### src/rtl/voronoi_pkg.sv
// Shared types and colour indices for the Voronoi band beacon transmitter.
package voronoi_pkg;

    typedef enum logic [1:0] {
        IDLE,
        EMIT,
        RELAY,
        REFRACT
    } beacon_state_t;

    localparam int COL_RED    = 0;
    localparam int COL_GREEN  = 1;
    localparam int COL_YELLOW = 2;

endpackage

### src/rtl/beacon_channel.sv
// One beacon colour: IDLE/EMIT/RELAY/REFRACT sequencer with a non-wrapping countdown.
// The RELAY phase exists only when LAC_BEACON_RELAY_EN is defined.
module beacon_channel
    import voronoi_pkg::*;
#(
    parameter int EMIT_CYCLES    = 8,
    parameter int RELAY_CYCLES   = 16,
    parameter int REFRACT_CYCLES = 4,
    parameter int CNT_W          = 8
) (
    input  logic clk,
    input  logic rst_n,
    input  logic accept,
    input  logic dead,
    output logic lac,
    output logic lacM,
    output logic busy,
    output logic in_emit,
    output logic ready
);

    localparam logic [CNT_W-1:0] L_EMIT    = CNT_W'(EMIT_CYCLES - 1);
    localparam logic [CNT_W-1:0] L_REFRACT = CNT_W'(REFRACT_CYCLES - 1);
`ifdef LAC_BEACON_RELAY_EN
    localparam logic [CNT_W-1:0] L_RELAY   = CNT_W'(RELAY_CYCLES - 1);
`endif

    beacon_state_t    r_state;
    beacon_state_t    w_state_nxt;
    logic [CNT_W-1:0] r_cnt;
    logic [CNT_W-1:0] w_cnt_nxt;
    logic             w_cnt_zero;
    logic             r_lac;
    logic             r_busy;

    assign w_cnt_zero = (r_cnt == '0);

    always_comb begin
        w_state_nxt = r_state;
        w_cnt_nxt   = w_cnt_zero ? r_cnt : r_cnt - CNT_W'(1);
        case (r_state)
            IDLE: begin
                if (accept) begin
                    w_state_nxt = EMIT;
                    w_cnt_nxt   = L_EMIT;
                end
            end
            EMIT: begin
                if (dead) begin
                    w_state_nxt = REFRACT;
                    w_cnt_nxt   = L_REFRACT;
                end else if (w_cnt_zero) begin
`ifdef LAC_BEACON_RELAY_EN
                    w_state_nxt = RELAY;
                    w_cnt_nxt   = L_RELAY;
`else
                    w_state_nxt = REFRACT;
                    w_cnt_nxt   = L_REFRACT;
`endif
                end
            end
`ifdef LAC_BEACON_RELAY_EN
            RELAY: begin
                if (dead || w_cnt_zero) begin
                    w_state_nxt = REFRACT;
                    w_cnt_nxt   = L_REFRACT;
                end
            end
`endif
            REFRACT: begin
                // The final refractory edge may hand straight over to a new emission.
                if (w_cnt_zero) begin
                    if (accept) begin
                        w_state_nxt = EMIT;
                        w_cnt_nxt   = L_EMIT;
                    end else begin
                        w_state_nxt = IDLE;
                    end
                end
            end
            default: begin
                w_state_nxt = IDLE;
                w_cnt_nxt   = '0;
            end
        endcase
    end

    always_ff @(posedge clk or negedge rst_n) begin
        if (!rst_n) begin
            r_state <= IDLE;
            r_cnt   <= '0;
            r_lac   <= 1'b0;
            r_busy  <= 1'b0;
        end else begin
            r_state <= w_state_nxt;
            r_cnt   <= w_cnt_nxt;
            r_lac   <= (w_state_nxt == EMIT);
            r_busy  <= (w_state_nxt != IDLE);
        end
    end

`ifdef LAC_BEACON_RELAY_EN
    logic r_lacM;

    always_ff @(posedge clk or negedge rst_n) begin
        if (!rst_n) begin
            r_lacM <= 1'b0;
        end else begin
            r_lacM <= (w_state_nxt == RELAY);
        end
    end

    assign lacM = r_lacM;
`else
    assign lacM = 1'b0;
`endif

    assign lac     = r_lac;
    assign busy    = r_busy;
    // Locks other colours only while EMIT continues past the coming edge.
    assign in_emit = (r_state == EMIT) && !w_cnt_zero;
    assign ready   = (r_state == IDLE) || ((r_state == REFRACT) && w_cnt_zero);

endmodule

### src/rtl/lac_beacon_tx.sv
// Three-colour lac/lacM beacon transmitter with global emission lock and fixed priority.
// Define LAC_BEACON_RELAY_EN to enable the lacM relay phase.
module lac_beacon_tx
    import voronoi_pkg::*;
#(
    parameter int EMIT_CYCLES    = 8,
    parameter int RELAY_CYCLES   = 16,
    parameter int REFRACT_CYCLES = 4,
    parameter int CNT_W          = 8
) (
    input  logic       clk,
    input  logic       rst_n,
    input  logic       pRepLeaderRed,
    input  logic       pRepLeaderGreen,
    input  logic       pRepLeaderYellow,
    input  logic       deadRed,
    input  logic       deadGreen,
    input  logic       deadYellow,
    output logic       lacRed,
    output logic       lacGreen,
    output logic       lacYellow,
    output logic       lacMRed,
    output logic       lacMGreen,
    output logic       lacMYellow,
    output logic [2:0] busy,
    output logic       trigDrop
);

    logic [2:0] w_trig;
    logic [2:0] w_dead;
    logic [2:0] w_ready;
    logic [2:0] w_in_emit;
    logic [2:0] w_cand;
    logic [2:0] w_accept;
    logic [2:0] w_lac;
    logic [2:0] w_lacM;
    logic [2:0] w_busy;
    logic       w_lock;
    logic       r_trig_drop;

    assign w_trig = {pRepLeaderYellow, pRepLeaderGreen, pRepLeaderRed};
    assign w_dead = {deadYellow, deadGreen, deadRed};

    assign w_lock = |w_in_emit;
    assign w_cand = w_trig & w_ready & ~w_dead & {3{~w_lock}};

    assign w_accept[COL_RED]    = w_cand[COL_RED];
    assign w_accept[COL_GREEN]  = w_cand[COL_GREEN] & ~w_cand[COL_RED];
    assign w_accept[COL_YELLOW] = w_cand[COL_YELLOW] & ~w_cand[COL_GREEN] & ~w_cand[COL_RED];

    for (genvar gi = 0; gi < 3; gi++) begin : g_ch
        beacon_channel #(
            .EMIT_CYCLES   (EMIT_CYCLES),
            .RELAY_CYCLES  (RELAY_CYCLES),
            .REFRACT_CYCLES(REFRACT_CYCLES),
            .CNT_W         (CNT_W)
        ) u_ch (
            .clk    (clk),
            .rst_n  (rst_n),
            .accept (w_accept[gi]),
            .dead   (w_dead[gi]),
            .lac    (w_lac[gi]),
            .lacM   (w_lacM[gi]),
            .busy   (w_busy[gi]),
            .in_emit(w_in_emit[gi]),
            .ready  (w_ready[gi])
        );
    end

    always_ff @(posedge clk or negedge rst_n) begin
        if (!rst_n) begin
            r_trig_drop <= 1'b0;
        end else begin
            r_trig_drop <= |(w_trig & ~w_accept);
        end
    end

    assign lacRed     = w_lac[COL_RED];
    assign lacGreen   = w_lac[COL_GREEN];
    assign lacYellow  = w_lac[COL_YELLOW];
    assign lacMRed    = w_lacM[COL_RED];
    assign lacMGreen  = w_lacM[COL_GREEN];
    assign lacMYellow = w_lacM[COL_YELLOW];
    assign busy       = w_busy;
    assign trigDrop   = r_trig_drop;

endmodule
### config.mk
export PLATFORM = sky130hd
export DESIGN_NAME = lac_beacon_tx
export DESIGN_NICKNAME = d
export VERILOG_FILES = /design/src/rtl/voronoi_pkg.sv /design/src/rtl/beacon_channel.sv /design/src/rtl/lac_beacon_tx.sv
export SDC_FILE = /design/constraint.sdc
export NUM_CORES = 1
export LEC_CHECK = 0
export CAP_MARGIN = 20
export CORE_MARGIN = 2
export CORE_UTILIZATION = 40
export CTS_CLUSTER_SIZE = 24
export DETAILED_ROUTE_END_ITERATION = 12
export GPL_TIMING_DRIVEN = 0
export PLACE_DENSITY = 0.69
export SYNTH_ARGS = -nofsm -noshare
export SYNTH_HDL_FRONTEND = slang
export SYNTH_SLANG_ARGS = --single-unit
### constraint.sdc
create_clock -name clk -period 2.5 [get_ports clk]
set_clock_uncertainty 0.1 [all_clocks]
set_input_delay 0.25 -clock clk [delete_from_list [all_inputs] [get_ports clk]]
set_output_delay 0.25 -clock clk [all_outputs]
set_load 0.05 [all_outputs]
-- Word-level counts from Yosys, hierarchy flattened
Index checks and enable logic that the tools add are counted.
W data, S select, Z words.
- word-level logic and storage cells: 96
- bits in registers: 37
- bits in latches: 0
- memories: 0
- RAM bits: 0
- bits in read-only memories: 0
- bits of input ports: 8
- output and inout bits: 10
- magnitude comparators: 0
- add/sub/neg operators: 3
- multiplexer cells: 36
- shift-type cells: 0
- reductions and logical operators: 23
- bitwise operators: 12
- equality and inequality tests: 9
- div/mod/pow operators: 0
- multiply operators: 0
- operator list (operator ; count):
    $mux W8 ; 15
    $pmux W8 S3 ; 3
    $logic_not A8 Y1 ; 3
    $mux W2 ; 12
    $sub A8 B1 Y8 const B ; 3
    $pmux W2 S3 ; 3
    $and A3 B3 Y3 ; 4
    $eq A2 B1 Y1 const B ; 6
    $eq A2 B2 Y1 const B ; 3
    $logic_and A1 B1 Y1 ; 6
    $logic_not A2 Y1 ; 3
    $not A3 Y3 ; 2
    $reduce_bool A2 Y1 ; 3
    $reduce_or A3 Y1 ; 2
    $and A1 B1 Y1 ; 3
    $logic_not A1 Y1 ; 3
    $logic_or A1 B1 Y1 ; 3
    $mux W1 ; 3
    $not A1 Y1 ; 3

-- Depth between registers and ports, before layout
Gate-level depths: netlist (run 1).
- depth after elaboration: 13
- mapped depth: 10
- mapped depth without buffers: 9

-- By module
A second synthesis (run 1) with hierarchy kept.
- cells, all modules: 257
- area total of the unflattened synthesis: 2319.7 um2
- by module, submodules not included (module ; area an instance (um2) ; sequential area each (um2) ; cells each ; instances):
    beacon_channel at g_ch[0].u_ch ... ; 730.7 ; 300.3 ; 80 ; 2
    beacon_channel at g_ch[2].u_ch ; 732.0 ; 300.3 ; 80 ; 1
    lac_beacon_tx ; 126.4 ; 25.0 ; 17 ; 1

-- Worst setup path before layout (run 1)
No wires, ideal clock.
- kind: reg2reg
- start point: register g_ch[0].u_ch.r_cnt[0]
- end point: register r_trig_drop (netlist: trigDrop)
- slack: -70 ps
- cell stages (with the launch flop): 9
- data arrival time: 2344 ps
- period minus slack after synthesis: 2570 ps
- required time: 2274 ps
- path through: dfrtp_1 -> inv_1 -> ha_1 -> or3b_2 -> nor3_4 -> o211ai_4 -> or3_1 -> buf_2 -> a221o_1
- longest elaborated chain between the ends: 12
- elaborated cells between the ends (all ways): 18
- classes of those cells: bitwise (11); reduce/logical (7)
- RTL lines (element ; line ; source):
    start, declared ; beacon_channel.sv:30 ; logic [CNT_W-1:0] r_cnt;
    start signal, assigned ; beacon_channel.sv:96 ; r_cnt <= w_cnt_nxt;
    $logic_not A8 Y1 * ; beacon_channel.sv:36 ; assign w_cnt_zero = (r_cnt == '0);
    $logic_not A1 Y1 ; beacon_channel.sv:121 ; assign in_emit = (r_state == EMIT) && !w_cnt_zero;
    $logic_and A1 B1 Y1 ; beacon_channel.sv:121 ;
    $reduce_or A3 Y1 ; lac_beacon_tx.sv:44 ; assign w_lock = |w_in_emit;
    $not A1 Y1 ; lac_beacon_tx.sv:45 ; assign w_cand = w_trig & w_ready & ~w_dead & {3{~w_lock}};
    $and A3 B3 Y3 * ; lac_beacon_tx.sv:45 ;
    $not A1 Y1 ; lac_beacon_tx.sv:49 ; assign w_accept[COL_YELLOW] = w_cand[COL_YELLOW] & ~w_cand[COL_GREEN] & ~w_cand[COL_RED];
    $and A1 B1 Y1 (2 in a row) ; lac_beacon_tx.sv:49 ;
    $not A3 Y3 * ; lac_beacon_tx.sv:74 ; r_trig_drop <= |(w_trig & ~w_accept);
    $and A3 B3 Y3 * ; lac_beacon_tx.sv:74 ;
    $reduce_or A3 Y1 * ; lac_beacon_tx.sv:74 ;
    end signal, assigned ; lac_beacon_tx.sv:74 ;
    end, declared ; lac_beacon_tx.sv:39 ; logic r_trig_drop;
Every way passes the cells marked *; elsewhere a longest branch is shown, timed or not.

-- Final worst setup path (run 1)
- start point: register g_ch[0].u_ch.r_cnt[1]
- end point: register r_trig_drop (netlist: trigDrop)
The elaborated chain is that of the path after synthesis.

==> tab_implementation.tex, run 1 <==
\begin{tabular}{lr}
\hline
Metric & Value \\
\hline
\multicolumn{2}{l}{\textbf{Status}} \\
\quad Result of the run & complete, no violations \\
\multicolumn{2}{l}{\textbf{Yosys}} \\
\quad Ys async rst share & 100\% \\
\quad Synth cell types & 49 \\
\quad Number of flip-flops and latches in the synthesized netlist & 37 \\
\quad Library cell occupying the most area in the post-synthesis netlist & sky130\_fd\_sc\_hd\_\_dfrtp\_1 \\
\quad Top cell type's share of synthesized area & 44.6\% \\
\quad Post-synthesis sequential area ratio & 44.6\% \\
\quad Average size of a mapped cell & 9.40 um2 \\
\quad Number of flops mapped to enable cells by yosys & 0 \\
\quad Cell with the most instances after synthesis & sky130\_fd\_sc\_hd\_\_dfrtp\_1 \\
\quad Ranking of synthesized cells by area & sky130\_fd\_sc\_hd\_\_dfrtp\_1, sky130\_fd\_sc\_hd\_\_nand2\_1, sky130\_fd\_sc\_hd\_\_nor2\_1 \\
\quad Most used DFF post-synth & sky130\_fd\_sc\_hd\_\_dfrtp\_1 \\
\quad Count of synthesis-stage warnings from yosys & 0 \\
\quad List of most frequent post-synthesis cells & sky130\_fd\_sc\_hd\_\_dfrtp\_1, sky130\_fd\_sc\_hd\_\_nand2\_1, sky130\_fd\_sc\_hd\_\_nor2\_1, sky130\_fd\_sc\_hd\_\_inv\_1 \\
\quad Netlist Area Pre-Place & 2080 um2 \\
\quad Number of instances in the synthesized netlist & 221 \\
\multicolumn{2}{l}{\textbf{Timing}} \\
\quad Final Slew Violations & 0 \\
\quad Final TNS setup & 0 ns \\
\quad Count of endpoints failing setup in the final report & 0 \\
\quad Hold Vio Cnt, Final & 0 \\
\quad Clock period minus worst slack & 2.48 ns \\
\quad Setup repair after global routing missed its margin & true \\
\quad Crit share post-route & 99.2\% \\
\quad Hold slack & 0.450 ns \\
\quad Worst-margin pin slew & 0.818 ns \\
\quad Max Clk Rate & 403 MHz \\
\quad Normalized max-slew margin & 45.5\% \\
\multicolumn{2}{l}{\textbf{Drt}} \\
\quad Wire length per cell after detailed routing & 12.6 um \\
\quad Drt drc & 0 \\
\quad Post-detailed-route count of antenna-violating nets & 0 \\
\quad Number of vias in the routed layout & 1708 \\
\quad Aggregate routed wire length & 4200 um \\
\quad Pre-Repair DR Iteration Count & 4 \\
\quad Avg Vias per Cell & 5.13 \\
\quad Count of routing violations after the opening detailed-route iteration & 68 \\
\multicolumn{2}{l}{\textbf{Place}} \\
\quad Routability-driven placement congestion ratio & 0.790 \\
\quad I/O Buffers & 14 \\
\quad Number of placed instances, taps included & 307 \\
\quad Hpwl dp & 2810 um \\
\multicolumn{2}{l}{\textbf{Worst setup path}} \\
\quad Kind of start point of the critical path & flip-flop \\
\quad Chain of cells forming the critical path & inv\_2 > ha\_2 > or3b\_4 > nor3\_4 > buf\_6 > o211ai\_4 > or3\_4 > buf\_6 > a221o\_1 \\
\quad Buffering stage count on the worst path with inverters included & 3 \\
\quad Dominant delay contributor by cell family on the critical path & simple AND/OR/NAND/NOR gates \\
\quad Library cell appearing most often on the critical path & sky130\_fd\_sc\_hd\_\_buf\_6 \\
\quad CP max stage delay & 0.40 ns \\
\quad CP endpoint kind & flip-flop \\
\quad Crit Path Category & flip-flop to flip-flop \\
\quad Highest-delay cell along the critical path & sky130\_fd\_sc\_hd\_\_dfrtp\_1 \\
\quad Largest fanout on the critical path & 4 \\
\quad Critical path data required time & 2.56 ns \\
\quad Crit path arrival time & 2.54 ns \\
\multicolumn{2}{l}{\textbf{Finish}} \\
\quad Antenna diodes & 0 \\
\quad Non-filler cells, final & 333 \\
\quad Filler cell count in the final layout & 469 \\
\quad Net total in the final layout & 278 \\
\quad Utilization after layout & 52.3\% \\
\quad Area of the multi-input gates & 1150 um2 \\
\quad Ratio of cells with drive above 1 in the final layout & 21.7\% \\
\quad Signed area change from the synthesized netlist to the final layout & 27.9\% \\
\quad Area of all sequential standard cells & 927 um2 \\
\multicolumn{2}{l}{\textbf{Power}} \\
\quad Peak ir drop on the vdd network & 0.000576 V \\
\quad Overall power after layout & 2830 uW \\
\quad PwrDens & 1070 nW/um2 \\
\quad Reported leakage power & 0.00118 uW \\
\multicolumn{2}{l}{\textbf{Clocking}} \\
\quad CTS clk-pin slew, worst paths & 0.07 ns \\
\quad CTS Root Buffer Type & sky130\_fd\_sc\_hd\_\_clkbuf\_8 \\
\quad Clock latency reported for the late side of the worst-skew pair & 0.28 ns \\
\quad CTS Buf Count & 5 \\
\quad Clk sinks & 37 \\
\quad Clock tree from TritonCTS & yes \\
\quad CTS Buffer Depth & 2 \\
\quad H-Tree Depth & 2 \\
\multicolumn{2}{l}{\textbf{GRT}} \\
\quad Global-route total usage across every layer & 15.7\% \\
\quad Wire length of the first global-routing pass & 7360 um \\
\quad GRT Residual Overflow & 0 \\
\quad Number of antenna violations at the first check in global routing & 0 \\
\quad Pin count of the biggest net entering global routing & 38 \\
\quad Via count of the first global-routing pass & 1653 \\
\multicolumn{2}{l}{\textbf{Floorplanning}} \\
\quad Initial cell density of the core & 40.9\% \\
\quad Number of cell rows & 26 \\
\quad Boundary Pins & 18 \\
\quad Total die area & 5790 um2 \\
\quad Floorplan core area & 5070 um2 \\
\quad Die W & 76.1 um \\
\quad Die height & 76.1 um \\
\multicolumn{2}{l}{\textbf{Flow run}} \\
\quad Count of maximum capacitance violations & 0 \\
\multicolumn{2}{l}{\textbf{Hold path}} \\
\quad Hold crit path type & flip-flop to flip-flop \\
\hline
\end{tabular}
[per-layer routing]
| metal | track usage [%] | part of all wire (%) |
|---|---|---|
| met5 | 0 | 0 |
| met4 | 4.91 | 2.2 |
| met1 | 19.7 | 45 |
| met2 | 27.1 | 50 |
| met3 | 3.55 | 3.0 |
[per-stage QoR]
step | setup slack [ns] | instance area, um2
after floorplan | 0.0169 | 2090
after global placement | -0.231 | 2310
after detailed placement | -0.276 | 2310
after CTS | 0.00610 | 2610
after global routing | -0.0555 | 2660
final | 0.0204 | 2660
[layout by cell type (no fill, tap or decap), types with 2 or more instances in the layout]
master and n:
sky130_fd_sc_hd__nor2_1 25, sky130_fd_sc_hd__nor4_1 2, sky130_fd_sc_hd__xor2_1 6, sky130_fd_sc_hd__a21oi_1 9
sky130_fd_sc_hd__clkbuf_8 6, sky130_fd_sc_hd__or4_1 2, sky130_fd_sc_hd__and2_1 2, sky130_fd_sc_hd__o211a_1 2
sky130_fd_sc_hd__o31ai_1 3, sky130_fd_sc_hd__and3_1 4, sky130_fd_sc_hd__buf_6 2, sky130_fd_sc_hd__or2_2 2
sky130_fd_sc_hd__conb_1 3, sky130_fd_sc_hd__o21ai_0 5, sky130_fd_sc_hd__ha_2 2, sky130_fd_sc_hd__nand3_1 4
sky130_fd_sc_hd__or3b_4 2, sky130_fd_sc_hd__dfrtp_1 36, sky130_fd_sc_hd__buf_4 24, sky130_fd_sc_hd__xnor2_1 10
sky130_fd_sc_hd__o41ai_4 3, sky130_fd_sc_hd__a21o_1 2, sky130_fd_sc_hd__clkbuf_1 4, sky130_fd_sc_hd__inv_1 12
sky130_fd_sc_hd__a31oi_1 3, sky130_fd_sc_hd__nor2b_1 7, sky130_fd_sc_hd__or4_4 2, sky130_fd_sc_hd__clkdlybuf4s50_1 13
sky130_fd_sc_hd__ha_1 5, sky130_fd_sc_hd__nor3_1 5, sky130_fd_sc_hd__or3_4 2, sky130_fd_sc_hd__nand2_1 27
[repair_timing]
item,CTS,global route
setup endpoints to repair,28,23
buffers inserted,17,3
hold buffers,1,0
gates resized for setup,14,9
pin swaps,8,10
endpoints found under the hold margin,37,0
[final timing paths]
path,from,end,slack (ns),cells after the start
worst max-delay path,g_ch[0].u_ch.r_cnt[1]$_DFF_PN0_,trigDrop$_DFF_PN0_,0.02,9
min in group asynchronous,rst_n,g_ch[2].u_ch.r_cnt[5]$_DFF_PN0_,0.50,2
worst min register to register,g_ch[0].u_ch.r_cnt[6]$_DFF_PN0_,g_ch[0].u_ch.r_cnt[6]$_DFF_PN0_,0.45,2
worst max register to register,g_ch[0].u_ch.r_cnt[1]$_DFF_PN0_,trigDrop$_DFF_PN0_,0.02,9
worst min-delay path,g_ch[0].u_ch.r_cnt[6]$_DFF_PN0_,g_ch[0].u_ch.r_cnt[6]$_DFF_PN0_,0.45,2
max in group asynchronous,rst_n,g_ch[1].u_ch.r_cnt[4]$_DFF_PN0_,1.24,2
[tightest hold or removal path, stage by stage (launching register included)]
cell and delay, ns:
sky130_fd_sc_hd__dfrtp_1 0.36, sky130_fd_sc_hd__xnor2_1 0.12, sky130_fd_sc_hd__nor2_1 0.04
[final cells by class]
type | count | area share, %
sequential | 37 | 34.9
tap | 70 | 3.30
clock buffer | 7 | 3.25
inverter | 13 | 1.84
timing repair buffer | 34 | 11.0
multi-input combinational | 162 | 43.2
buffer | 10 | 2.54
[where the power goes]
part | total, uW | internal, uW | switching [uW]
sequential | 927 | 770 | 157
clock | 416 | 219 | 197
combinational | 1490 | 685 | 806
[logic make-up (layout without fill, tap and decap cells)]
kind of cell	Yosys count	in the layout	synth area share, %
XOR/XNOR	16	16	6.75
buffers and inverters	24	64	5.48
adder cells (fa/ha/maj)	7	7	4.22
AO/OA/AOI/OAI	45	45	17.0
flip-flops	37	37	44.6
other	1	3	0.181
AND/OR/NAND/NOR	91	91	21.8
[state kept, by name, summed over array words and instances (netlist names)]
signal / flops
g_ch.u_ch.lac: 3
trigDrop: 1
g_ch.u_ch.r_cnt: 24
g_ch.u_ch.busy: 3
g_ch.u_ch.r_state: 6
No activity file was read; power rests on OpenSTA's default activity.
==> inputs of run 2 (changes only) <==
- SLEW_MARGIN: default -> 30
==> tab_implementation.tex, run 2 (synthesis gave the netlist of run 1 again) <==
\begin{tabular}{lr}
\hline
Metric & Value \\
\hline
\multicolumn{2}{l}{\textbf{Status}} \\
\quad Result of the run & finished, violations left \\
\quad Violated checks & negative setup slack \\
\multicolumn{2}{l}{\textbf{Clocking}} \\
\quad CTS Buf Count & 5 \\
\quad H-Tree Depth & 2 \\
\quad Clock latency reported for the late side of the worst-skew pair & 0.30 ns \\
\quad CTS clk-pin slew, worst paths & 0.08 ns \\
\quad CTS Buffer Depth & 2 \\
\quad Clock tree from TritonCTS & yes \\
\quad CTS Root Buffer Type & sky130\_fd\_sc\_hd\_\_clkbuf\_8 \\
\quad Clk sinks & 37 \\
\multicolumn{2}{l}{\textbf{Floorplanning}} \\
\quad Number of cell rows & 26 \\
\quad Boundary Pins & 18 \\
\quad Floorplan core area & 5070 um2 \\
\quad Die W & 76.1 um \\
\quad Die height & 76.1 um \\
\quad Total die area & 5790 um2 \\
\quad Initial cell density of the core & 40.9\% \\
\multicolumn{2}{l}{\textbf{Worst setup path}} \\
\quad Kind of start point of the critical path & flip-flop \\
\quad CP endpoint kind & flip-flop \\
\quad Logic depth of the worst path, buffers included & 8 \\
\quad Chain of cells forming the critical path & inv\_1 > ha\_2 > or3b\_4 > o31ai\_4 > o2111ai\_2 > or3\_4 > buf\_6 > a221o\_1 \\
\quad Dominant delay contributor by cell family on the critical path & simple AND/OR/NAND/NOR gates \\
\quad Critical path data required time & 2.57 ns \\
\quad Crit path arrival time & 2.60 ns \\
\quad CP max stage delay & 0.42 ns \\
\quad Highest-delay cell along the critical path & sky130\_fd\_sc\_hd\_\_dfrtp\_1 \\
\quad Cell count of the worst reg-to-reg path & 8 \\
\quad Largest fanout on the critical path & 4 \\
\quad Crit Path Category & flip-flop to flip-flop \\
\quad Buffering stage count on the worst path with inverters included & 2 \\
\multicolumn{2}{l}{\textbf{Drt}} \\
\quad Drt drc & 0 \\
\quad Post-detailed-route count of antenna-violating nets & 0 \\
\quad Avg Vias per Cell & 4.98 \\
\quad Wire length per cell after detailed routing & 12.9 um \\
\quad Pre-Repair DR Iteration Count & 5 \\
\quad Aggregate routed wire length & 4420 um \\
\quad Number of vias in the routed layout & 1709 \\
\quad Count of routing violations after the opening detailed-route iteration & 65 \\
\multicolumn{2}{l}{\textbf{Place}} \\
\quad Hpwl dp & 2870 um \\
\quad I/O Buffers & 14 \\
\quad Number of placed instances, taps included & 308 \\
\quad Routability-driven placement congestion ratio & 0.790 \\
\multicolumn{2}{l}{\textbf{Finish}} \\
\quad Signed area change from the synthesized netlist to the final layout & 34.2\% \\
\quad Max FFs per register & 24 \\
\quad Net total in the final layout & 287 \\
\quad Ratio of cells with drive above 1 in the final layout & 25.6\% \\
\quad Register bank with the most flops & g\_ch.u\_ch.r\_cnt \\
\quad Non-filler cells, final & 343 \\
\quad Antenna diodes & 0 \\
\quad Largest registers in the final layout & g\_ch.u\_ch.r\_cnt x24, g\_ch.u\_ch.r\_state x6 \\
\quad Commonest non-fill, non-tap cell in the layout & sky130\_fd\_sc\_hd\_\_dfrtp\_1 \\
\quad Commonest cells after routing, fill and taps aside & sky130\_fd\_sc\_hd\_\_dfrtp\_1, sky130\_fd\_sc\_hd\_\_buf\_4, sky130\_fd\_sc\_hd\_\_nand2\_1 \\
\multicolumn{2}{l}{\textbf{Timing}} \\
\quad Setup repair after global routing missed its margin & true \\
\quad Final Slew Violations & 0 \\
\quad Max Clk Rate & 395 MHz \\
\quad Clock period minus worst slack & 2.53 ns \\
\quad Crit share post-route & 101\% \\
\quad Final TNS setup & -0.0313 ns \\
\quad Worst-margin pin slew & 0.520 ns \\
\quad Hold Vio Cnt, Final & 0 \\
\quad Min setup slack post-route & -0.0313 ns \\
\quad Normalized max-slew margin & 65.0\% \\
\quad Count of endpoints failing setup in the final report & 1 \\
\multicolumn{2}{l}{\textbf{GRT}} \\
\quad Wire length of the first global-routing pass & 7760 um \\
\quad Pin count of the biggest net entering global routing & 20 \\
\quad Via count of the first global-routing pass & 1695 \\
\quad Global-route total usage across every layer & 16.5\% \\
\quad GRT Residual Overflow & 0 \\
\quad Number of antenna violations at the first check in global routing & 0 \\
\multicolumn{2}{l}{\textbf{Power}} \\
\quad Switching share of total power & 39.6\% \\
\quad Peak ir drop on the vdd network & 0.000580 V \\
\quad Part of the power in the clock network & 17.9\% \\
\quad Cell internal pwr & 1830 uW \\
\quad Logic pwr share & 51.6\% \\
\quad Reg power frac & 30.5\% \\
\quad Reported leakage power & 0.00124 uW \\
\quad Reported net switching power & 1190 uW \\
\quad PwrDens & 1080 nW/um2 \\
\multicolumn{2}{l}{\textbf{Hold path}} \\
\quad Hold crit path type & input pin to asynchronous set/reset pin \\
\multicolumn{2}{l}{\textbf{Flow run}} \\
\quad Count of maximum capacitance violations & 0 \\
\hline
\end{tabular}
-- run 2: worst reg2reg max path, stage by stage, from the launching register on --
cell,delay (ns)
sky130_fd_sc_hd__dfrtp_1,0.42
sky130_fd_sc_hd__inv_1,0.08
sky130_fd_sc_hd__ha_2,0.16
sky130_fd_sc_hd__or3b_4,0.42
sky130_fd_sc_hd__o31ai_4,0.23
sky130_fd_sc_hd__o2111ai_2,0.18
sky130_fd_sc_hd__or3_4,0.40
sky130_fd_sc_hd__buf_6,0.13
sky130_fd_sc_hd__a221o_1,0.30
-- run 2: worst paths after layout --
path / from / end / slack [ns]
setup / recovery: g_ch[2].u_ch.r_cnt[0]$_DFF_PN0_ / trigDrop$_DFF_PN0_ / -0.03
min in group clk: g_ch[0].u_ch.r_cnt[6]$_DFF_PN0_ / g_ch[0].u_ch.r_cnt[6]$_DFF_PN0_ / 0.45
hold reg to reg: g_ch[0].u_ch.r_cnt[6]$_DFF_PN0_ / g_ch[0].u_ch.r_cnt[6]$_DFF_PN0_ / 0.45
setup reg to reg: g_ch[2].u_ch.r_cnt[0]$_DFF_PN0_ / trigDrop$_DFF_PN0_ / -0.03
max in group asynchronous: rst_n / g_ch[1].u_ch.r_cnt[6]$_DFF_PN0_ / 1.50
hold / removal: rst_n / g_ch[2].u_ch.r_cnt[0]$_DFF_PN0_ / 0.34
-- run 2: stage by stage --
| stage | power [uW] | worst slack (ns) | hold slack (ns) | cell area [um2] | utilization (%) |
|---|---|---|---|---|---|
| 2_1_floorplan | 1920 | 0.0169 | -0.146 | 2090 | - |
| 3_3_place_gp | 2170 | -0.231 | 0.427 | 2310 | 45.6 |
| 3_5_place_dp | 2200 | -0.259 | 0.135 | 2340 | 46.1 |
| 4_1_cts | 2940 | -0.00313 | 0.343 | 2690 | 53.0 |
| 5_1_grt | 3260 | -0.0788 | 0.397 | 2790 | 54.9 |
| 6_report | 3020 | -0.0313 | 0.337 | 2790 | 54.9 |
-- run 2: area by class of cell --
cell class                      instances  area, um2
Buffer                                 10       67.6
Clock buffer                            6       82.6
Clock inverter                          2       37.5
Fill cell                             462       2290
Inverter                               13       52.6
Multi-Input combinational cell        162       1150
Sequential cell                        37        926
Tap cell                               70       87.6
Timing Repair Buffer                   43        383
-- run 2: timing repair --
action	in CTS	in global routing
hold buffers	1	0
pin swaps	8	10
gates resized for setup	13	14
hold endpoints to repair	18	0
setup buffers	22	5
endpoints found under the setup margin	24	26
cloned	0	0
-- run 2: per-layer routing --
metal / track usage [%] / part of all wire (%)
met2: 27.3 / 51
met1: 21.5 / 45
met3: 3.20 / 2.8
met5: 0 / 0
met4: 6.55 / 1.7
-- run 2: power groups by stage --
stage / sequential, uW / combinational, uW / clock (uW)
2_1_floorplan: 959 / 960 / 0
3_3_place_gp: 935 / 1230 / 0
3_5_place_dp: 941 / 1260 / 0
4_1_cts: 915 / 1470 / 556
5_1_grt: 949 / 1730 / 584
6_report: 922 / 1560 / 541
==> inputs of run 3 (changes only) <==
- HOLD_SLACK_MARGIN: default -> 0.1
- PLACE_DENSITY: 0.69 -> 0.68
- SYNTH_HIERARCHICAL: default -> 1
==> tab_implementation.tex, run 3 <==
\begin{tabular}{lr}
\hline
Metric & Value \\
\hline
\multicolumn{2}{l}{\textbf{Power}} \\
\quad Reported leakage power & 0.00132 uW \\
\quad Logic pwr share & 64.7\% \\
\quad Reg power frac & 25.7\% \\
\quad Reported net switching power & 1880 uW \\
\quad Part of the power in the clock network & 9.6\% \\
\quad Overall power after layout & 4140 uW \\
\quad Peak ir drop on the vdd network & 0.000529 V \\
\quad PwrDens & 1360 nW/um2 \\
\quad Switching share of total power & 45.3\% \\
\quad Cell internal pwr & 2260 uW \\
\multicolumn{2}{l}{\textbf{Flow run}} \\
\quad Count of maximum capacitance violations & 0 \\
\multicolumn{2}{l}{\textbf{Yosys}} \\
\quad List of most frequent post-synthesis cells & sky130\_fd\_sc\_hd\_\_nor2\_1, sky130\_fd\_sc\_hd\_\_dfrtp\_1, sky130\_fd\_sc\_hd\_\_nand2\_1, sky130\_fd\_sc\_hd\_\_a21oi\_1 \\
\quad Top cell type's share of synthesized area & 39.9\% \\
\quad Number of flops mapped to enable cells by yosys & 0 \\
\quad Synth cell types & 37 \\
\quad Most used DFF post-synth & sky130\_fd\_sc\_hd\_\_dfrtp\_1 \\
\quad Number of instances in the synthesized netlist & 257 \\
\quad Netlist Area Pre-Place & 2320 um2 \\
\quad Number of flip-flops and latches in the synthesized netlist & 37 \\
\quad Count of synthesis-stage warnings from yosys & 6 \\
\quad Cell with the most instances after synthesis & sky130\_fd\_sc\_hd\_\_nor2\_1 \\
\quad Ranking of synthesized cells by area & sky130\_fd\_sc\_hd\_\_dfrtp\_1, sky130\_fd\_sc\_hd\_\_nor2\_1, sky130\_fd\_sc\_hd\_\_nand2\_1 \\
\quad Average size of a mapped cell & 9.03 um2 \\
\quad Ys async rst share & 100\% \\
\quad Post-synthesis sequential area ratio & 39.9\% \\
\quad Library cell occupying the most area in the post-synthesis netlist & sky130\_fd\_sc\_hd\_\_dfrtp\_1 \\
\quad Synthesized netlist net count & 271 \\
\multicolumn{2}{l}{\textbf{Worst setup path}} \\
\quad Critical path data required time & 2.60 ns \\
\quad Crit path arrival time & 2.62 ns \\
\quad Worst reg2reg path startpoint & g\_ch[1].u\_ch/r\_cnt[1]\$\_DFF\_PN0\_ \\
\quad Largest fanout on the critical path & 7 \\
\quad CP max stage delay & 0.50 ns \\
\quad Worst setup path start & g\_ch[1].u\_ch/r\_cnt[1]\$\_DFF\_PN0\_ \\
\quad Logic depth of the worst path, buffers included & 10 \\
\quad Kind of start point of the critical path & flip-flop \\
\quad Highest-delay cell along the critical path & sky130\_fd\_sc\_hd\_\_or4b\_4 \\
\quad Buffering stage count on the worst path with inverters included & 2 \\
\quad CP endpoint kind & flip-flop \\
\quad Crit Path Category & flip-flop to flip-flop \\
\quad Chain of cells forming the critical path & inv\_2 > ha\_4 > or4b\_4 > o31ai\_4 > nand3b\_1 > buf\_4 > nor2\_4 > mux2i\_1 > o21a\_1 > a211oi\_2 \\
\quad Dominant delay contributor by cell family on the critical path & simple AND/OR/NAND/NOR gates \\
\quad Cell count of the worst reg-to-reg path & 10 \\
\multicolumn{2}{l}{\textbf{Timing}} \\
\quad Count of endpoints failing setup in the final report & 2 \\
\quad Clock period minus worst slack & 2.52 ns \\
\quad Final Slew Violations & 0 \\
\quad Crit share post-route & 101\% \\
\quad Setup repair after global routing missed its margin & true \\
\quad Max Clk Rate & 397 MHz \\
\quad Hold Vio Cnt, Final & 0 \\
\quad Worst-margin pin slew & 0.567 ns \\
\quad Normalized max-slew margin & 62.2\% \\
\quad Min setup slack post-route & -0.0196 ns \\
\multicolumn{2}{l}{\textbf{Status}} \\
\quad Result of the run & finished, violations left \\
\quad Violated checks & negative setup slack \\
\multicolumn{2}{l}{\textbf{Floorplanning}} \\
\quad Boundary Pins & 18 \\
\quad Initial cell density of the core & 41.9\% \\
\quad Die W & 80.2 um \\
\quad Total die area & 6420 um2 \\
\quad Number of cell rows & 27 \\
\quad Floorplan core area & 5540 um2 \\
\quad Die height & 80.2 um \\
\multicolumn{2}{l}{\textbf{Finish}} \\
\quad Register bank with the most flops & g\_ch.u\_ch/r\_cnt \\
\quad Ratio of cells with drive above 1 in the final layout & 32.2\% \\
\quad Commonest cells after routing, fill and taps aside & sky130\_fd\_sc\_hd\_\_dfrtp\_1, sky130\_fd\_sc\_hd\_\_nor2\_1, sky130\_fd\_sc\_hd\_\_buf\_4 \\
\quad Antenna diodes & 0 \\
\quad Area of the multi-input gates & 1470 um2 \\
\quad Net total in the final layout & 320 \\
\quad Filler cell count in the final layout & 497 \\
\quad Area of all sequential standard cells & 926 um2 \\
\quad Signed area change from the synthesized netlist to the final layout & 31.4\% \\
\quad Largest registers in the final layout & g\_ch.u\_ch/r\_cnt x24, g\_ch.u\_ch/r\_state x6 \\
\quad Max FFs per register & 24 \\
\quad Commonest non-fill, non-tap cell in the layout & sky130\_fd\_sc\_hd\_\_dfrtp\_1 \\
\multicolumn{2}{l}{\textbf{GRT}} \\
\quad Pin count of the biggest net entering global routing & 22 \\
\quad Number of antenna violations at the first check in global routing & 0 \\
\quad GRT Residual Overflow & 0 \\
\quad Global-route total usage across every layer & 17.1\% \\
\quad Wire length of the first global-routing pass & 8690 um \\
\quad Via count of the first global-routing pass & 1854 \\
\multicolumn{2}{l}{\textbf{Drt}} \\
\quad Pre-Repair DR Iteration Count & 6 \\
\quad Aggregate routed wire length & 5380 um \\
\quad Wire length per cell after detailed routing & 14.2 um \\
\quad Number of vias in the routed layout & 2031 \\
\quad Avg Vias per Cell & 5.36 \\
\quad Post-detailed-route count of antenna-violating nets & 0 \\
\quad Drt drc & 0 \\
\quad Count of routing violations after the opening detailed-route iteration & 149 \\
\multicolumn{2}{l}{\textbf{Place}} \\
\quad Worst setup slack after placement & -0.459 ns \\
\quad I/O Buffers & 14 \\
\quad Hpwl dp & 3350 um \\
\quad Routability-driven placement congestion ratio & 0.896 \\
\multicolumn{2}{l}{\textbf{Clocking}} \\
\quad CTS Root Buffer Type & sky130\_fd\_sc\_hd\_\_clkbuf\_8 \\
\quad Clk sinks & 37 \\
\quad CTS Buf Count & 5 \\
\quad Clock latency reported for the late side of the worst-skew pair & 0.29 ns \\
\quad CTS Buffer Depth & 2 \\
\quad H-Tree Depth & 2 \\
\quad Clock tree from TritonCTS & yes \\
\quad CTS clk-pin slew, worst paths & 0.07 ns \\
\multicolumn{2}{l}{\textbf{Hold path}} \\
\quad Hold crit path type & input pin to asynchronous set/reset pin \\
\hline
\end{tabular}
-- run 3: changes by cell type in the layout (fill, tap and decap cells not counted), sizes merged, moves of 5 or more --
cell,delta
a21oi,+5
mux2i,+9
nand3,+6
nand3b,+6
nor2,+15
o31ai,+5
xnor2,-10
-- run 3: stage by stage --
stage          hold WS (ns)  TNS, ns  std cells  util (%)  instance area (um2)
2_1_floorplan        -0.146        0        257         -                 2330
3_3_place_gp          0.460    -8.76        343      46.2                 2560
3_5_place_dp          0.174    -8.56        344      46.6                 2580
4_1_cts               0.397        0        365      51.7                 2860
5_1_grt               0.449    -1.68        379      55.0                 3050
6_report              0.390  -0.0239        379      55.0                 3050
-- run 3: repair_timing --
action / 4_1_cts / 5_1_grt
pin swaps: 11 / 26
endpoints found under the setup margin: 33 / 21
buffers inserted: 12 / 14
endpoints found under the hold margin: 20 / 0
gates resized for setup: 21 / 26
hold buffers: 1 / 0
-- run 3: cell type report --
class                      count  area share, %
tap                           72           2.95
buffer                         9           2.59
multi-input combinational    201           48.1
inverter                      10           1.23
clock buffer                   8           2.63
timing repair buffer          42           12.2
sequential                    37           30.4
-- run 3: kinds of logic after synthesis --
family,Yosys count,synth area share [%]
AO/OA/AOI/OAI,56,16.8
XOR/XNOR,3,1.13
adder cells (fa/ha/maj),6,3.24
buffers and inverters,19,5.02
flip-flops,37,39.9
multiplexers,9,3.88
other,3,0.485
AND/OR/NAND/NOR,124,29.5
-- run 3: worst reg2reg max path, delay by kind of cell, from the launching register on --
| family | cells | cell delay (ns) |
|---|---|---|
| simple gates | 3 | 0.78 |
| compound gates | 3 | 0.66 |
| flops | 1 | 0.41 |
| mux | 1 | 0.09 |
| fa+ha+maj | 1 | 0.15 |
| buf+inv | 2 | 0.24 |
-- run 3: final timing paths --
check	endpoint	slack (ns)
setup / recovery	g_ch[1].u_ch/r_cnt[1]$_DFF_PN0_	-0.02
hold / removal	g_ch[2].u_ch/lac$_DFF_PN0_	0.39
setup reg to reg	g_ch[1].u_ch/r_cnt[1]$_DFF_PN0_	-0.02
hold reg to reg	g_ch[2].u_ch/r_cnt[0]$_DFF_PN0_	0.48
max in group asynchronous	g_ch[2].u_ch/r_cnt[6]$_DFF_PN0_	1.43
min in group clk	g_ch[2].u_ch/r_cnt[0]$_DFF_PN0_	0.48
-- run 3: routing by layer --
metal | global-route usage, % | vias up | routed length [um] | part of all wire [%]
met2 | 26.4 | 48 | 2620 | 49
met5 | 0 | - | 0 | 0
met1 | 23.4 | 973 | 2460 | 46
met4 | 6.27 | 0 | 77 | 1.4
li1 | - | 1003 | - | -
met3 | 3.93 | 7 | 227 | 4.2
-- run 3: power groups by stage --
| stage | clock network, uW | registers, uW | logic [uW] |
|---|---|---|---|
| 6_report | 396 | 1060 | 2680 |
| 5_1_grt | 433 | 1090 | 2970 |
| 4_1_cts | 412 | 1050 | 2330 |
| 3_5_place_dp | 0 | 1070 | 1990 |
| 3_3_place_gp | 0 | 1070 | 1960 |
| 2_1_floorplan | 0 | 1180 | 1450 |
